$ cat src/rtl/ps2_key_tracker_if.sv
// Decoded key-event stream between the PS/2 tracker and its consumer.
// Latency: none, this is wiring only.
// Backpressure: the consumer holds evt_ready low to stall; the head entry stays put.
// Ports: evt_valid/evt_data flow from the tracker (master) to the consumer (slave);
//        evt_ready flows back from the consumer.
interface ps2_key_tracker_if;
    logic       evt_valid;
    logic       evt_ready;
    logic [9:0] evt_data;   // {ext, brk, code[7:0]}

    modport master (output evt_valid, output evt_data, input evt_ready);
    modport slave  (input evt_valid, input evt_data, output evt_ready);
endinterface

$ cat src/rtl/ps2_key_tracker.sv
// PS/2 keyboard front-end: sync/filter, 11-bit frame RX, E0/F0/E1 parsing, held-key levels, event FIFO.
// Latency: byte_done at N+1 after the stop-bit edge N, key_held at N+2, evt_valid at N+3 when the FIFO was empty.
// Backpressure: evt_ready low stalls the FIFO head; a push into a full FIFO is dropped with an evt_overflow pulse.
// Ports: clk/rst (async, active low), raw ps2_clk/ps2_data, key_held[NUM_KEYS] levels,
//        frame_err and evt_overflow one-cycle pulses, evt (ready/valid event stream, master side).
module ps2_key_tracker #(
    parameter int NUM_KEYS = 4,
    // Key i lives at KEY_CODES[8*i+:8] and KEY_EXT[i]: key0=W(1D), key1=S(1B), key2=Up(E0 75), key3=Down(E0 72).
    parameter logic [8*NUM_KEYS-1:0] KEY_CODES = {8'h72, 8'h75, 8'h1B, 8'h1D},
    parameter logic [NUM_KEYS-1:0]   KEY_EXT   = 4'b1100,
    parameter int FILTER_LEN     = 8,
    parameter int TIMEOUT_CYCLES = 65000,
    parameter int FIFO_DEPTH     = 4
) (
    input  logic                clk,
    input  logic                rst,
    input  logic                ps2_clk,
    input  logic                ps2_data,
    output logic [NUM_KEYS-1:0] key_held,
    output logic                frame_err,
    output logic                evt_overflow,
    ps2_key_tracker_if.master   evt
);
    localparam int FW = $clog2(FILTER_LEN + 1);
    localparam int TW = $clog2(TIMEOUT_CYCLES + 1);
    localparam int AW = $clog2(FIFO_DEPTH);

    // ---------------- synchronisers and clock filter ----------------
    logic [1:0]    clk_sync_q, dat_sync_q;
    logic          filt_q, filt_prev_q;
    logic [FW-1:0] filt_cnt_q;
    logic          dat_s, fall;

    assign dat_s = dat_sync_q[1];
    assign fall  = filt_prev_q & ~filt_q;

    always_ff @(posedge clk or negedge rst) begin
        if (!rst) begin
            // Idle lines are high; resetting to 1 avoids a false falling edge after reset.
            clk_sync_q  <= 2'b11;
            dat_sync_q  <= 2'b11;
            filt_q      <= 1'b1;
            filt_prev_q <= 1'b1;
            filt_cnt_q  <= '0;
        end else begin
            clk_sync_q  <= {clk_sync_q[0], ps2_clk};
            dat_sync_q  <= {dat_sync_q[0], ps2_data};
            filt_prev_q <= filt_q;
            if (clk_sync_q[1] == filt_q) begin
                filt_cnt_q <= '0;
            end else if (filt_cnt_q == FW'(FILTER_LEN - 1)) begin
                filt_q     <= clk_sync_q[1];
                filt_cnt_q <= '0;
            end else begin
                filt_cnt_q <= filt_cnt_q + 1'b1;
            end
        end
    end

    // ---------------- frame receiver ----------------
    typedef enum logic [1:0] {RX_IDLE, RX_DATA, RX_PAR, RX_STOP} rx_e;
    rx_e           rx_q, rx_d;
    logic [7:0]    shift_q;
    logic [2:0]    bit_cnt_q;
    logic          par_ok_q;
    logic [TW-1:0] tmo_q;
    logic          tmo_hit, rx_ok, rx_err;
    logic          byte_done_q, frame_err_q;

    // An edge landing on the expiry cycle wins over the timeout.
    assign tmo_hit = (rx_q != RX_IDLE) && !fall && (tmo_q == TW'(TIMEOUT_CYCLES - 1));

    always_ff @(posedge clk or negedge rst) begin
        if (!rst) rx_q <= RX_IDLE;
        else      rx_q <= rx_d;
    end

    always_comb begin
        rx_d = rx_q;
        if (tmo_hit) begin
            rx_d = RX_IDLE;
        end else if (fall) begin
            case (rx_q)
                RX_IDLE: if (!dat_s) rx_d = RX_DATA;
                RX_DATA: if (bit_cnt_q == 3'd7) rx_d = RX_PAR;
                RX_PAR:  rx_d = RX_STOP;
                default: rx_d = RX_IDLE;
            endcase
        end
    end

    always_comb begin
        rx_ok  = 1'b0;
        rx_err = 1'b0;
        if (tmo_hit) begin
            rx_err = 1'b1;
        end else if (fall && rx_q == RX_STOP) begin
            rx_ok  = dat_s & par_ok_q;
            rx_err = ~(dat_s & par_ok_q);
        end
    end

    always_ff @(posedge clk or negedge rst) begin
        if (!rst) begin
            shift_q     <= '0;
            bit_cnt_q   <= '0;
            par_ok_q    <= 1'b0;
            tmo_q       <= '0;
            byte_done_q <= 1'b0;
            frame_err_q <= 1'b0;
        end else begin
            tmo_q       <= (rx_q == RX_IDLE || fall) ? '0 : tmo_q + 1'b1;
            byte_done_q <= rx_ok;
            frame_err_q <= rx_err;
            if (fall && rx_q == RX_IDLE) bit_cnt_q <= '0;
            if (fall && rx_q == RX_DATA) begin
                shift_q   <= {dat_s, shift_q[7:1]};
                bit_cnt_q <= bit_cnt_q + 1'b1;
            end
            // Odd parity: data plus parity bit must carry an odd number of ones.
            if (fall && rx_q == RX_PAR) par_ok_q <= ^{shift_q, dat_s};
        end
    end

    // ---------------- prefix parser ----------------
    typedef enum logic [2:0] {P_BASE, P_EXT, P_BRK, P_EXT_BRK, P_SKIP} ps_e;
    ps_e        ps_q, ps_d;
    logic [2:0] skip_q, skip_d;
    logic       ev_vld, ev_ext, ev_brk;
    logic       is_ctrl;

    assign is_ctrl = (shift_q == 8'hAA) || (shift_q == 8'hFA) || (shift_q == 8'hEE) ||
                     (shift_q == 8'hFE) || (shift_q == 8'h00) || (shift_q == 8'hFF);

    always_ff @(posedge clk or negedge rst) begin
        if (!rst) begin
            ps_q   <= P_BASE;
            skip_q <= '0;
        end else begin
            ps_q   <= ps_d;
            skip_q <= skip_d;
        end
    end

    always_comb begin
        ps_d   = ps_q;
        skip_d = skip_q;
        if (frame_err_q) begin
            ps_d = P_BASE;
        end else if (byte_done_q) begin
            case (ps_q)
                P_BASE: begin
                    if (shift_q == 8'hE0)      ps_d = P_EXT;
                    else if (shift_q == 8'hF0) ps_d = P_BRK;
                    else if (shift_q == 8'hE1) begin
                        // Pause: E1 plus seven more bytes that carry no key information.
                        ps_d   = P_SKIP;
                        skip_d = 3'd7;
                    end
                end
                P_EXT:   ps_d = (shift_q == 8'hF0) ? P_EXT_BRK : P_BASE;
                P_SKIP: begin
                    skip_d = skip_q - 1'b1;
                    if (skip_q == 3'd1) ps_d = P_BASE;
                end
                default: ps_d = P_BASE;
            endcase
        end
    end

    always_comb begin
        ev_vld = 1'b0;
        ev_ext = 1'b0;
        ev_brk = 1'b0;
        if (byte_done_q) begin
            case (ps_q)
                P_BASE: ev_vld = !is_ctrl && shift_q != 8'hE0 && shift_q != 8'hF0 && shift_q != 8'hE1;
                P_EXT: begin
                    ev_vld = shift_q != 8'hE0 && shift_q != 8'hF0 && shift_q != 8'hE1;
                    ev_ext = 1'b1;
                end
                P_BRK: begin
                    ev_vld = 1'b1;
                    ev_brk = 1'b1;
                end
                P_EXT_BRK: begin
                    ev_vld = 1'b1;
                    ev_brk = 1'b1;
                    ev_ext = 1'b1;
                end
                default: ev_vld = 1'b0;
            endcase
        end
    end

    // ---------------- held keys, typematic suppression, event staging ----------------
    logic [NUM_KEYS-1:0] key_held_q, key_held_d;
    logic [8:0]          sup_key_q;
    logic                sup_vld_q, dup;
    logic                ev_push_q;
    logic [9:0]          ev_dat_q;

    assign dup = sup_vld_q && (sup_key_q == {ev_ext, shift_q});

    always_comb begin
        key_held_d = key_held_q;
        for (int i = 0; i < NUM_KEYS; i++) begin
            if (ev_vld && {ev_ext, shift_q} == {KEY_EXT[i], KEY_CODES[8*i +: 8]})
                key_held_d[i] = ~ev_brk;
        end
    end

    always_ff @(posedge clk or negedge rst) begin
        if (!rst) begin
            key_held_q <= '0;
            sup_key_q  <= '0;
            sup_vld_q  <= 1'b0;
            ev_push_q  <= 1'b0;
            ev_dat_q   <= '0;
        end else begin
            key_held_q <= key_held_d;
            // Auto-repeat makes of the key last reported are not queued again until it is released.
            ev_push_q  <= ev_vld && (ev_brk || !dup);
            ev_dat_q   <= {ev_ext, ev_brk, shift_q};
            if (ev_vld && !ev_brk && !dup) begin
                sup_key_q <= {ev_ext, shift_q};
                sup_vld_q <= 1'b1;
            end else if (ev_vld && ev_brk && dup) begin
                sup_vld_q <= 1'b0;
            end
        end
    end

    // ---------------- event FIFO ----------------
    logic [9:0]    mem_q [FIFO_DEPTH];
    logic [AW-1:0] wr_q, rd_q;
    logic [AW:0]   cnt_q;
    logic          fifo_vld, full, pop, do_push, ovf_q;

    assign fifo_vld = (cnt_q != '0);
    assign full     = (cnt_q == (AW + 1)'(FIFO_DEPTH));
    assign pop      = fifo_vld && evt.evt_ready;
    assign do_push  = ev_push_q && (!full || pop);

    always_ff @(posedge clk) begin
        if (do_push) mem_q[wr_q] <= ev_dat_q;
    end

    always_ff @(posedge clk or negedge rst) begin
        if (!rst) begin
            wr_q  <= '0;
            rd_q  <= '0;
            cnt_q <= '0;
            ovf_q <= 1'b0;
        end else begin
            ovf_q <= ev_push_q && full && !pop;
            if (do_push) wr_q <= wr_q + 1'b1;
            if (pop)     rd_q <= rd_q + 1'b1;
            case ({do_push, pop})
                2'b10:   cnt_q <= cnt_q + 1'b1;
                2'b01:   cnt_q <= cnt_q - 1'b1;
                default: cnt_q <= cnt_q;
            endcase
        end
    end

    assign key_held      = key_held_q;
    assign frame_err     = frame_err_q;
    assign evt_overflow  = ovf_q;
    assign evt.evt_valid = fifo_vld;
    assign evt.evt_data  = fifo_vld ? mem_q[rd_q] : 10'h000;
endmodule

$ cat src/flat_wrapper.sv
// flat-port wrapper written by rule: the top's interface ports become plain ports
module ps2_key_tracker_flat 
#(
    parameter int NUM_KEYS = 4,
                                                                                                                 
    parameter logic [8*NUM_KEYS-1:0] KEY_CODES = {8'h72, 8'h75, 8'h1B, 8'h1D},
    parameter logic [NUM_KEYS-1:0]   KEY_EXT   = 4'b1100,
    parameter int FILTER_LEN     = 8,
    parameter int TIMEOUT_CYCLES = 65000,
    parameter int FIFO_DEPTH     = 4
)
  (clk, rst, ps2_clk, ps2_data, key_held, frame_err, evt_overflow, evt_evt_valid, evt_evt_data, evt_evt_ready);
  ps2_key_tracker_if evt_i ();
  input  logic clk;
  input  logic rst;
  input  logic ps2_clk;
  input  logic ps2_data;
  output logic [NUM_KEYS-1:0] key_held;
  output logic frame_err;
  output logic evt_overflow;
  output wire logic [$bits(evt_i.evt_valid)-1:0] evt_evt_valid;
  output wire logic [$bits(evt_i.evt_data)-1:0] evt_evt_data;
  input wire logic [$bits(evt_i.evt_ready)-1:0] evt_evt_ready;
  assign evt_evt_valid = evt_i.evt_valid;
  assign evt_evt_data = evt_i.evt_data;
  assign evt_i.evt_ready = evt_evt_ready;
  ps2_key_tracker #(.NUM_KEYS(NUM_KEYS), .KEY_CODES(KEY_CODES), .KEY_EXT(KEY_EXT), .FILTER_LEN(FILTER_LEN), .TIMEOUT_CYCLES(TIMEOUT_CYCLES), .FIFO_DEPTH(FIFO_DEPTH)) u_core (.clk(clk), .rst(rst), .ps2_clk(ps2_clk), .ps2_data(ps2_data), .key_held(key_held), .frame_err(frame_err), .evt_overflow(evt_overflow), .evt(evt_i));
endmodule
$ cat config.mk
export PLATFORM = sky130hd
export DESIGN_NAME = ps2_key_tracker_flat
export DESIGN_NICKNAME = d
export VERILOG_FILES = /design/src/rtl/ps2_key_tracker_if.sv /design/src/rtl/ps2_key_tracker.sv /design/src/flat_wrapper.sv
export SDC_FILE = /design/constraint.sdc
export NUM_CORES = 1
export LEC_CHECK = 0
export CORE_MARGIN = 5
export CORE_UTILIZATION = 60
export DETAILED_ROUTE_END_ITERATION = 8
export HOLD_SLACK_MARGIN = 0.03
export PLACE_DENSITY_LB_ADDON = 0.2
export SLEW_MARGIN = 20
export SYNTH_ARGS = -nofsm -noshare
export SYNTH_HDL_FRONTEND = slang
export SYNTH_SLANG_ARGS = --single-unit
export TNS_END_PERCENT = 5
$ cat constraint.sdc
create_clock -name clk -period 2.45 [get_ports clk]
set_input_delay 0.49 -clock clk [delete_from_list [all_inputs] [get_ports clk]]
set_output_delay 0.49 -clock clk [all_outputs]
set_load 0.05 [all_outputs]
==> flow_summary.ini, run 1 <==
[status]
outcome = complete, no violations

[sta]
fin_hold_ws_ns = 0.3552
sum_of_negative_setup_slack_ns = 0
timing_hold_violations_final = 0
setup_viol_count_final = 0
maxSlewHeadroom_pct = 62.85
worst_margin_pin_slew_ns = 0.5495
clock.fmax_ghz = 0.4161
post-route-period-util_pct = 98.09
final-max-slew-violation-count = 0
rsz0062_at_grt = yes
timing.final.ws_setup_ns = 0.04676
min_period_ns = 2.403
finClkSkew_ns = 0.009257

[detailed_routing]
number_of_nets_with_antenna_violations_after_detailed_routing = 0
initialDrtViolationCount = 144
drt_pass1_iterations = 4
vias_after_detailed_routing = 3197
wl_mm = 9.347
routed_length_per_placed_instance_um = 16.20
remaining_drc_errors = 0
via_per_inst = 5.541

[job]
drv.max_cap_violation_count = 0

[synthesis]
ys_seq_area_share_pct = 60.55
synth.ff_latch_count = 121
synthesis.area_per_instance_um2 = 13.00
yosysUniqueCellTypes = 44
yosys_most_used_dff = dfrtp_1
synth_async_sr_flop_share_pct = 66.94
post_synth_inst_count = 411
postSynthNetCount = 432
synth_edf_count = 40
synthesis.area_um2 = 5344
yosys_warnings = 0

[critical_path]
crit_path_max_fanout = 5
worst_ep_required_time_ns = 1.96
crit_arrival_ns = 1.91
setup.worst_path.class = register to output pin
critPathLaunchType = register
cp-end-kind = output pin

[placed_design]
io_buffer_count = 21
dpl_worst_slack_ns = -0.07331
dpl.hpwl_mm = 6.256
gp_congestion = 0.8434
placedInstanceArea_um2 = 5742

[final_layout]
flow.area_growth_from_synthesis_pct = 19.32
layout.cells.most_common_list = 73 x dfrtp_1, 40 x edfxtp_1, 30 x nor2_1, 22 x nand2_1, 21 x mux2_2
num-nets-final = 477
num_antenna_cells = 0
final_layout_size_suffix_gt1_share_pct = 23.24
n_fill_cell = 557
design_area_um2 = 6376
layout_commonest_cell = dfrtp_1

[power_and_ir_drop]
p_switching_mw = 2.034
power_per_cell_area_nw_per_um2 = 1023
share_comb_of_total_power_pct = 26.8
switching_part_of_the_total_pct = 31.18
p_clk_share_pct = 33.7
total_power_mw = 6.522
cellLeakagePower_nw = 2.794
p_seq_share_pct = 39.5
ir_drop_mv = 0.6732
cell_internal_pwr_mw = 4.488

[clock_tree]
root_buffer = clkbuf_8
cts_num_sinks = 121
clock_tree.buffer_depth = 2
clock_tree.htree_level_count = 4
clk-insertion-delay-late_ns = 0.51
tritoncts_clock_tree = done
clk_pin_slew_worst_paths_ns = 0.05
cts_made_buffers = 17

[grt]
grt_start_max_net_pins = 44
wire_length_of_the_first_global_routing_pass_mm = 15.91
grt_overflow_total = 0
grt_use_total_pct = 18.31
first_global_vias = 3260
grt_antenna_before_repair = 0

[floorplanning]
floorplan.die.height_um = 104.4
fp-row-count = 34
design.core.area_um2 = 8721
die_area_um2 = 10890
floorplan.initialDensity_pct = 61.28
design.portCount = 22
die-width_um = 104.4

[worst_hold_path]
hp-class = register to register
[per-stage QoR]
stage                     std cells  util (%)
after floorplan                 411         -
after global placement          542     65.84
after detailed placement        542     65.84
after CTS                       575     72.30
after global routing            577     73.11
final                           577     73.11
[power by group through the flow]
stage,registers [mW],logic (mW),clock network (mW)
after floorplan,2.48,1.27,0
after global placement,2.58,1.59,0
after detailed placement,2.59,1.63,0
after CTS,2.57,1.65,2.25
after global routing,2.61,1.91,2.35
final,2.58,1.75,2.20
[what timing repair did]
action | 4_1_cts | 5_1_grt
hold buffers | 1 | 0
gates resized for setup | 6 | 12
pin swaps | 0 | 0
setup buffers | 0 | 1
endpoints found under the hold margin | 32 | 0
gates cloned | 0 | 1
setup endpoints to repair | 11 | 9
[cells in the mapped netlist, types with 2 or more instances]
cell type / count / share of area, %
mux2_2: 21 / 4.4
o22a_1: 2 / 0.33
o21a_1: 3 / 0.42
clkbuf_1: 13 / 0.91
dfstp_2: 6 / 3.0
mux4_2: 10 / 4.2
or3b_2: 2 / 0.33
and3_1: 6 / 0.70
a32o_1: 3 / 0.56
and2_1: 17 / 2.0
ha_1: 15 / 3.5
nand4_1: 7 / 0.82
inv_1: 18 / 1.3
nor3_1: 10 / 0.94
nor2b_1: 7 / 0.82
xor2_1: 19 / 3.1
xnor2_1: 19 / 3.1
nand3_1: 18 / 1.7
o21ai_0: 11 / 1.0
a21oi_1: 4 / 0.37
a31oi_1: 2 / 0.23
buf_1: 2 / 0.14
nor4_1: 5 / 0.59
or3_1: 3 / 0.35
nand2_1: 22 / 1.5
a21boi_0: 2 / 0.28
edfxtp_1: 40 / 22
and4_1: 2 / 0.33
dfrtp_1: 75 / 35
nand3b_1: 2 / 0.28
nor4b_1: 3 / 0.49
nor2_1: 30 / 2.1
[kinds of logic after synthesis]
family,share of synthesized area [%]
buffers and inverters,2.529
AND/OR/NAND/NOR,14.03
multiplexers,8.827
flip-flops,60.55
adder cells (fa/ha/maj),3.887
AO/OA/AOI/OAI,3.957
XOR/XNOR,6.228
[final cells by class]
type / instances / area (um^2) / share of cell area (%)
multi-input combinational: 256 / 1981 / 31.06
inverter: 18 / 67.56 / 1.060
clock inverter: 13 / 105.1 / 1.648
tap: 108 / 135.1 / 2.119
sequential: 121 / 3238 / 50.78
timing repair buffer: 42 / 417.9 / 6.554
clock buffer: 19 / 431.7 / 6.770
[state kept, by name (all words and copies together), names as in the netlist]
register	cells
u_core.shift_q	8
u_core.dat_sync_q	2
u_core.byte_done_q	1
u_core.sup_key_q	9
u_core.skip_q	3
u_core.filt_cnt_q	4
u_core.ev_dat_q	10
u_core.par_ok_q	1
u_core.mem_q	40
u_core.key_held	4
u_core.filt_prev_q	1
u_core.clk_sync_q	2
u_core.evt_overflow	1
u_core.tmo_q	16
u_core.ev_push_q	1
u_core.wr_q	2
u_core.sup_vld_q	1
u_core.filt_q	1
u_core.frame_err	1
u_core.bit_cnt_q	3
u_core.rx_q	2
u_core.cnt_q	3
u_core.ps_q	3
u_core.rd_q	2
[critical path: stages (launching register included)]
cell and delay, ns:
dfrtp_2 0.41, clkbuf_16 0.17, mux4_2 0.51, and2_4 0.18, buf_6 0.14
[worst paths after layout]
| check | startpoint | endpoint | slack [ns] | cells past startpoint |
|---|---|---|---|---|
| max in group asynchronous | rst | u_core.rd_q[0] | 1.35 | 3 |
| worst min-delay path | u_core.clk_sync_q[0] | u_core.clk_sync_q[1] | 0.36 | 0 |
| worst max register to register | u_core.shift_q[2] | u_core.sup_key_q[7] | 0.21 | 5 |
| worst min register to register | u_core.clk_sync_q[0] | u_core.clk_sync_q[1] | 0.36 | 0 |
| worst max-delay path | u_core.rd_q[0] | evt_evt_data[5] | 0.05 | 4 |
| min in group asynchronous | rst | u_core.tmo_q[7] | 0.49 | 2 |
[layer usage]
metal | track usage [%] | vias to the layer above | part of all wire (%)
met1 | 23.47 | 1586 | 45
met2 | 30.14 | 57 | 51
met4 | 6.383 | 0 | 0.83
met5 | 0 | - | 0
li1 | - | 1548 | -
met3 | 4.904 | 6 | 3.1
No activity file was read; power rests on OpenSTA's default activity.
==> run 2, diff against run 1 <==
Settings changed: CTS_CLUSTER_DIAMETER set to 120, REMOVE_ABC_BUFFERS set to 1.
==> run 2 against run 1 <==
Compared with the run above: clock skew fell by 0.0037 ns; sequential share of layout area fell by 0.30 points; flip-flop and latch count stayed put; setup slack lost 0.010 ns; die area stayed put; first-iteration DRC count is 2.1% lower; critical path depth is the same; via count increased by 0.69%; critical path type unchanged.
==> flow_summary.ini, run 2 (same netlist as run 1, synthesis figures left out) <==
[critical_path]
crit_buf_inv = 2
timing.critical_path.cells = clkbuf_16 -> mux4_2 -> and2_4 -> buf_6
setup.worst_path.class = register to output pin
critPathLaunchType = register
timing.critical_path.slowest_stage_cell = mux4_2
crit_arrival_ns = 1.92
cp-end-kind = output pin
family_with_the_most_delay_on_the_worst_path = multiplexers
crit_path_max_fanout = 5
worst_ep_required_time_ns = 1.96
max_stage_delay_ns = 0.51

[final_layout]
regMostFlops = u_core.mem_q
design_area_um2 = 6414
n_fill_cell = 536
multi_input_comb_area_um2 = 1986
flow.area_growth_from_synthesis_pct = 20.02
final_layout_size_suffix_gt1_share_pct = 23.57
num_antenna_cells = 0
num-nets-final = 479
largest_register_ffs = 40
largestRegisters = u_core.mem_q x40, u_core.tmo_q x16, u_core.ev_dat_q x10
layout.cells.most_common_list = 73 x dfrtp_1, 40 x edfxtp_1, 30 x nor2_1, 22 x nand2_1, 21 x mux2_2
final_cell_count_no_fill = 579
layout_commonest_cell = dfrtp_1
finish.utilization_pct = 73.54
seq_cell_area_um2 = 3238

[status]
outcome = complete, no violations

[sta]
fin_hold_ws_ns = 0.3595
min_period_ns = 2.413
timing_hold_violations_final = 0
setup_viol_count_final = 0
final-max-slew-violation-count = 0
clock.fmax_ghz = 0.4143
worst_margin_pin_slew_ns = 0.6571
timing.final.ws_setup_ns = 0.03656
rsz0062_at_grt = yes
maxSlewHeadroom_pct = 56.10
finClkSkew_ns = 0.005507
sum_of_negative_setup_slack_ns = 0
post-route-period-util_pct = 98.51

[placed_design]
post-place-cells = 543
gp_congestion = 0.7954
dpl_worst_slack_ns = -0.1203
io_buffer_count = 21
placedInstanceArea_um2 = 5749
dpl.hpwl_mm = 6.206

[detailed_routing]
drt_pass1_iterations = 4
routed_length_per_placed_instance_um = 16.32
remaining_drc_errors = 0
initialDrtViolationCount = 141
wl_mm = 9.447
vias_after_detailed_routing = 3219
number_of_nets_with_antenna_violations_after_detailed_routing = 0
via_per_inst = 5.560

[grt]
first_global_vias = 3224
wire_length_of_the_first_global_routing_pass_mm = 16.14
grt_antenna_before_repair = 0
grt_start_max_net_pins = 44
grt_overflow_total = 0
grt_use_total_pct = 18.66

[clock_tree]
root_buffer = clkbuf_8
cts_num_sinks = 121
clock_tree.htree_level_count = 4
tritoncts_clock_tree = done
cts_made_buffers = 17
clk_pin_slew_worst_paths_ns = 0.06
clk-insertion-delay-late_ns = 0.51
clock_tree.buffer_depth = 2

[floorplanning]
fp-row-count = 34
floorplan.die.height_um = 104.4
die-width_um = 104.4
die_area_um2 = 10890
floorplan.initialDensity_pct = 61.28
design.portCount = 22
design.core.area_um2 = 8721

[power_and_ir_drop]
ir_drop_mv = 0.6016
cellLeakagePower_nw = 2.804
cell_internal_pwr_mw = 4.604
power_per_cell_area_nw_per_um2 = 1039
p_clk_share_pct = 34.4
switching_part_of_the_total_pct = 30.93
share_comb_of_total_power_pct = 26.9
p_switching_mw = 2.062
p_seq_share_pct = 38.7
total_power_mw = 6.667

[worst_hold_path]
hp-class = register to register

[job]
drv.max_cap_violation_count = 0
-- run 2: worst paths after layout --
check,startpoint,slack (ns),cells past startpoint,to
max,u_core.rd_q[0],0.04,4,evt_evt_data[7]
min,u_core.dat_sync_q[0],0.36,0,u_core.dat_sync_q[1]
max reg2reg,u_core.shift_q[1],0.23,6,u_core.sup_key_q[2]
min reg2reg,u_core.dat_sync_q[0],0.36,0,u_core.dat_sync_q[1]
max in group asynchronous,rst,1.32,3,u_core.rd_q[1]
min in group asynchronous,rst,0.51,2,u_core.tmo_q[7]
-- run 2: final cells by class --
cell class	count	share of cell area [%]
repair buffers	44	6.808
clock inverters	13	2.009
well taps	108	2.107
inverters	18	1.053
flip-flops and latches	121	50.49
clock buffers	19	6.574
multi-input cells	256	30.96
-- run 2: worst reg2reg max path: cells and delay by family (launching register included) --
| family | cells | cell delay (ns) |
|---|---|---|
| and+or+nand+nor | 2 | 0.71 |
| DFF | 1 | 0.45 |
| muxes | 1 | 0.39 |
| AOI/OAI and AO/OA | 1 | 0.23 |
| buffers and inverters | 1 | 0.18 |
| xor gates and xnor gates | 1 | 0.15 |
-- run 2: power by group through the flow --
stage / combinational (mW) / clock, mW / sequential [mW]
after floorplan: 1.12 / 0 / 2.58
after global placement: 1.58 / 0 / 2.58
after detailed placement: 1.61 / 0 / 2.60
after CTS: 1.65 / 2.33 / 2.57
after global routing: 1.95 / 2.43 / 2.61
final: 1.79 / 2.30 / 2.58
-- run 2: what timing repair did --
item,in CTS,in global routing
gates resized for setup,6,15
hold buffers,1,0
gates cloned,0,1
hold endpoints to repair,36,0
setup endpoints to repair,11,10
setup buffers,0,2
-- run 2: layer usage --
layer	vias to the layer above	share of wire (%)	global-route usage, %	wire length, um
met4	0	1.4	8.048	131
li1	1550	-	-	-
met5	-	0	0	0
met1	1596	45	25.19	4275
met2	60	50	28.51	4724
met3	13	3.3	5.090	316
==> run 3, diff against run 2 <==
Settings changed: CORE_MARGIN 5 to 3.
==> run 3 against run 2 <==
Compared with the run above: non-clock buffer count shrank 3; first-iteration DRC count grew 22%; final area shrank 0.49%; critical path depth is the same; fmax grew 1.0%; total power is essentially flat; die area shrank 7.5%; global-route usage grew 1.9 points; largest cell class unchanged; largest power group unchanged.
==> flow_summary.ini, run 3 (same netlist as run 1, synthesis figures left out) <==
[status]
outcome = complete, no violations

[grt]
grt_overflow_total = 0
grt_start_max_net_pins = 52
grt_antenna_before_repair = 0
first_global_vias = 3334
wire_length_of_the_first_global_routing_pass_mm = 15.99
grt_use_total_pct = 20.58

[detailed_routing]
initialDrtViolationCount = 172
drt_pass1_iterations = 4
number_of_nets_with_antenna_violations_after_detailed_routing = 0
vias_after_detailed_routing = 3250
remaining_drc_errors = 0
routed_length_per_placed_instance_um = 16.30
wl_mm = 9.338
via_per_inst = 5.672

[critical_path]
max_stage_delay_ns = 0.53
worst_ep_required_time_ns = 1.96
critPathLaunchType = register
crit_arrival_ns = 1.90
timing.critical_path.slowest_stage_cell = mux4_2
ff2ff_setup_slack_ns = 0.21
timing.critical_path.cells = buf_12 -> mux4_2 -> and2_1 -> buf_6
crit_path_max_fanout = 12
setup.worst_path.class = register to output pin
cp-end-kind = output pin

[final_layout]
regMostFlops = u_core.mem_q
n_fill_cell = 517
layout.cells.most_common_list = 74 x dfrtp_1, 40 x edfxtp_1, 30 x nor2_1, 22 x nand2_1
layout_commonest_cell = dfrtp_1
final_layout_size_suffix_gt1_share_pct = 22.65
num-nets-final = 476
final_cell_count_no_fill = 573
flow.area_growth_from_synthesis_pct = 19.43
largestRegisters = u_core.mem_q x40, u_core.tmo_q x16, u_core.ev_dat_q x10
num_antenna_cells = 0
largest_register_ffs = 40
finish.utilization_pct = 75.77

[sta]
final-max-slew-violation-count = 0
finClkSkew_ns = 0.007974
timing_hold_violations_final = 0
worst_margin_pin_slew_ns = 0.6198
clock.fmax_ghz = 0.4186
maxSlewHeadroom_pct = 58.59
min_period_ns = 2.389
post-route-period-util_pct = 97.51
sum_of_negative_setup_slack_ns = 0
rsz0062_at_grt = yes
setup_viol_count_final = 0

[floorplanning]
die_area_um2 = 10080
design.core.area_um2 = 8423
design.portCount = 22
die-width_um = 100.4
fp-row-count = 33
floorplan.initialDensity_pct = 63.44
floorplan.die.height_um = 100.4

[clock_tree]
clock_tree.buffer_depth = 2
clk-insertion-delay-late_ns = 0.50
root_buffer = clkbuf_8
post_cts_buffers = 0
clock_tree.htree_level_count = 4
cts_made_buffers = 17
cts_num_sinks = 121
clk_pin_slew_worst_paths_ns = 0.06
tritoncts_clock_tree = done

[power_and_ir_drop]
ir_drop_mv = 0.5175
power_per_cell_area_nw_per_um2 = 1044
cellLeakagePower_nw = 2.800

[worst_hold_path]
hp-class = register to register

[placed_design]
io_buffer_count = 21
gp_congestion = 0.8139
dpl.hpwl_mm = 6.016
post-place-cells = 540

[job]
drv.max_cap_violation_count = 0
==> run 3: cell types whose count changed in the layout (fill, tap and decap cells not counted), moves of 2 or more <==
cell	delta
and2_1	+5
clkinvlp_4	-2
clkbuf_8	+3
buf_6	-3
and2_4	-5
clkinv_1	-2
==> run 3: final timing paths <==
| check | startpoint | to | depth (start not counted) |
|---|---|---|---|
| setup / recovery | u_core.rd_q[0] | evt_evt_data[5] | 4 |
| setup reg to reg | u_core.shift_q[0] | u_core.sup_key_q[1] | 5 |
| hold / removal | u_core.dat_sync_q[0] | u_core.dat_sync_q[1] | 0 |
| max in group asynchronous | rst | u_core.filt_prev_q | 3 |
| min in group asynchronous | rst | u_core.tmo_q[7] | 2 |
| hold reg to reg | u_core.dat_sync_q[0] | u_core.dat_sync_q[1] | 0 |
==> run 3: worst max-delay path, delay by kind of cell (launching register included) <==
family                 cells  cell delay [ns]
muxes                      1             0.53
DFF                        1             0.37
buffers and inverters      2             0.32
and+or+nand+nor            1             0.18
==> run 3: power by group <==
| group | internal [mW] | switching [mW] | total (mW) | leakage (nW) |
|---|---|---|---|---|
| Clock | 1.55 | 0.870 | 2.42 | 0.289 |
| Combinational | 0.742 | 0.965 | 1.71 | 1.06 |
| Sequential | 2.32 | 0.216 | 2.54 | 1.45 |
| Total | 4.61 | 2.05 | 6.66 | 2.80 |
==> run 3: metal layers <==
metal  GRT usage [%]  up-vias  wire, um
li1                -     1546         -
met1           26.77     1645      4290
met2           33.23       51      4690
met3           6.532        8       269
met4           6.528        0        87
met5               0        -         0
==> run 3: repair_timing <==
item                       CTS  global route
gates resized for setup      4            10
hold buffers                 1             0
pin swaps                    0             0
setup endpoints to repair   11            11
hold endpoints to repair    28             0
==> run 3: cell type report <==
cell class	count	area, um^2	area share [%]
Sequential cell	121	3237	50.72
Timing Repair Buffer	41	381.6	5.979
Inverter	18	67.56	1.059
Clock buffer	23	509.2	7.979
Tap cell	105	131.4	2.058
Multi-Input combinational cell	256	1973	30.92
Clock inverter	9	82.58	1.294
==> run 3: through the flow <==
step	area [um^2]	total power [mW]	setup WS [ns]	hold WS, ns
after floorplan	5276	3.704	0.2382	0.1944
after global placement	5746	4.157	0.05363	0.3474
after detailed placement	5746	4.211	-0.07032	0.3476
after CTS	6359	6.670	0.001972	0.3561
after global routing	6382	6.993	-0.01938	0.3563
final	6382	6.663	0.06092	0.3552
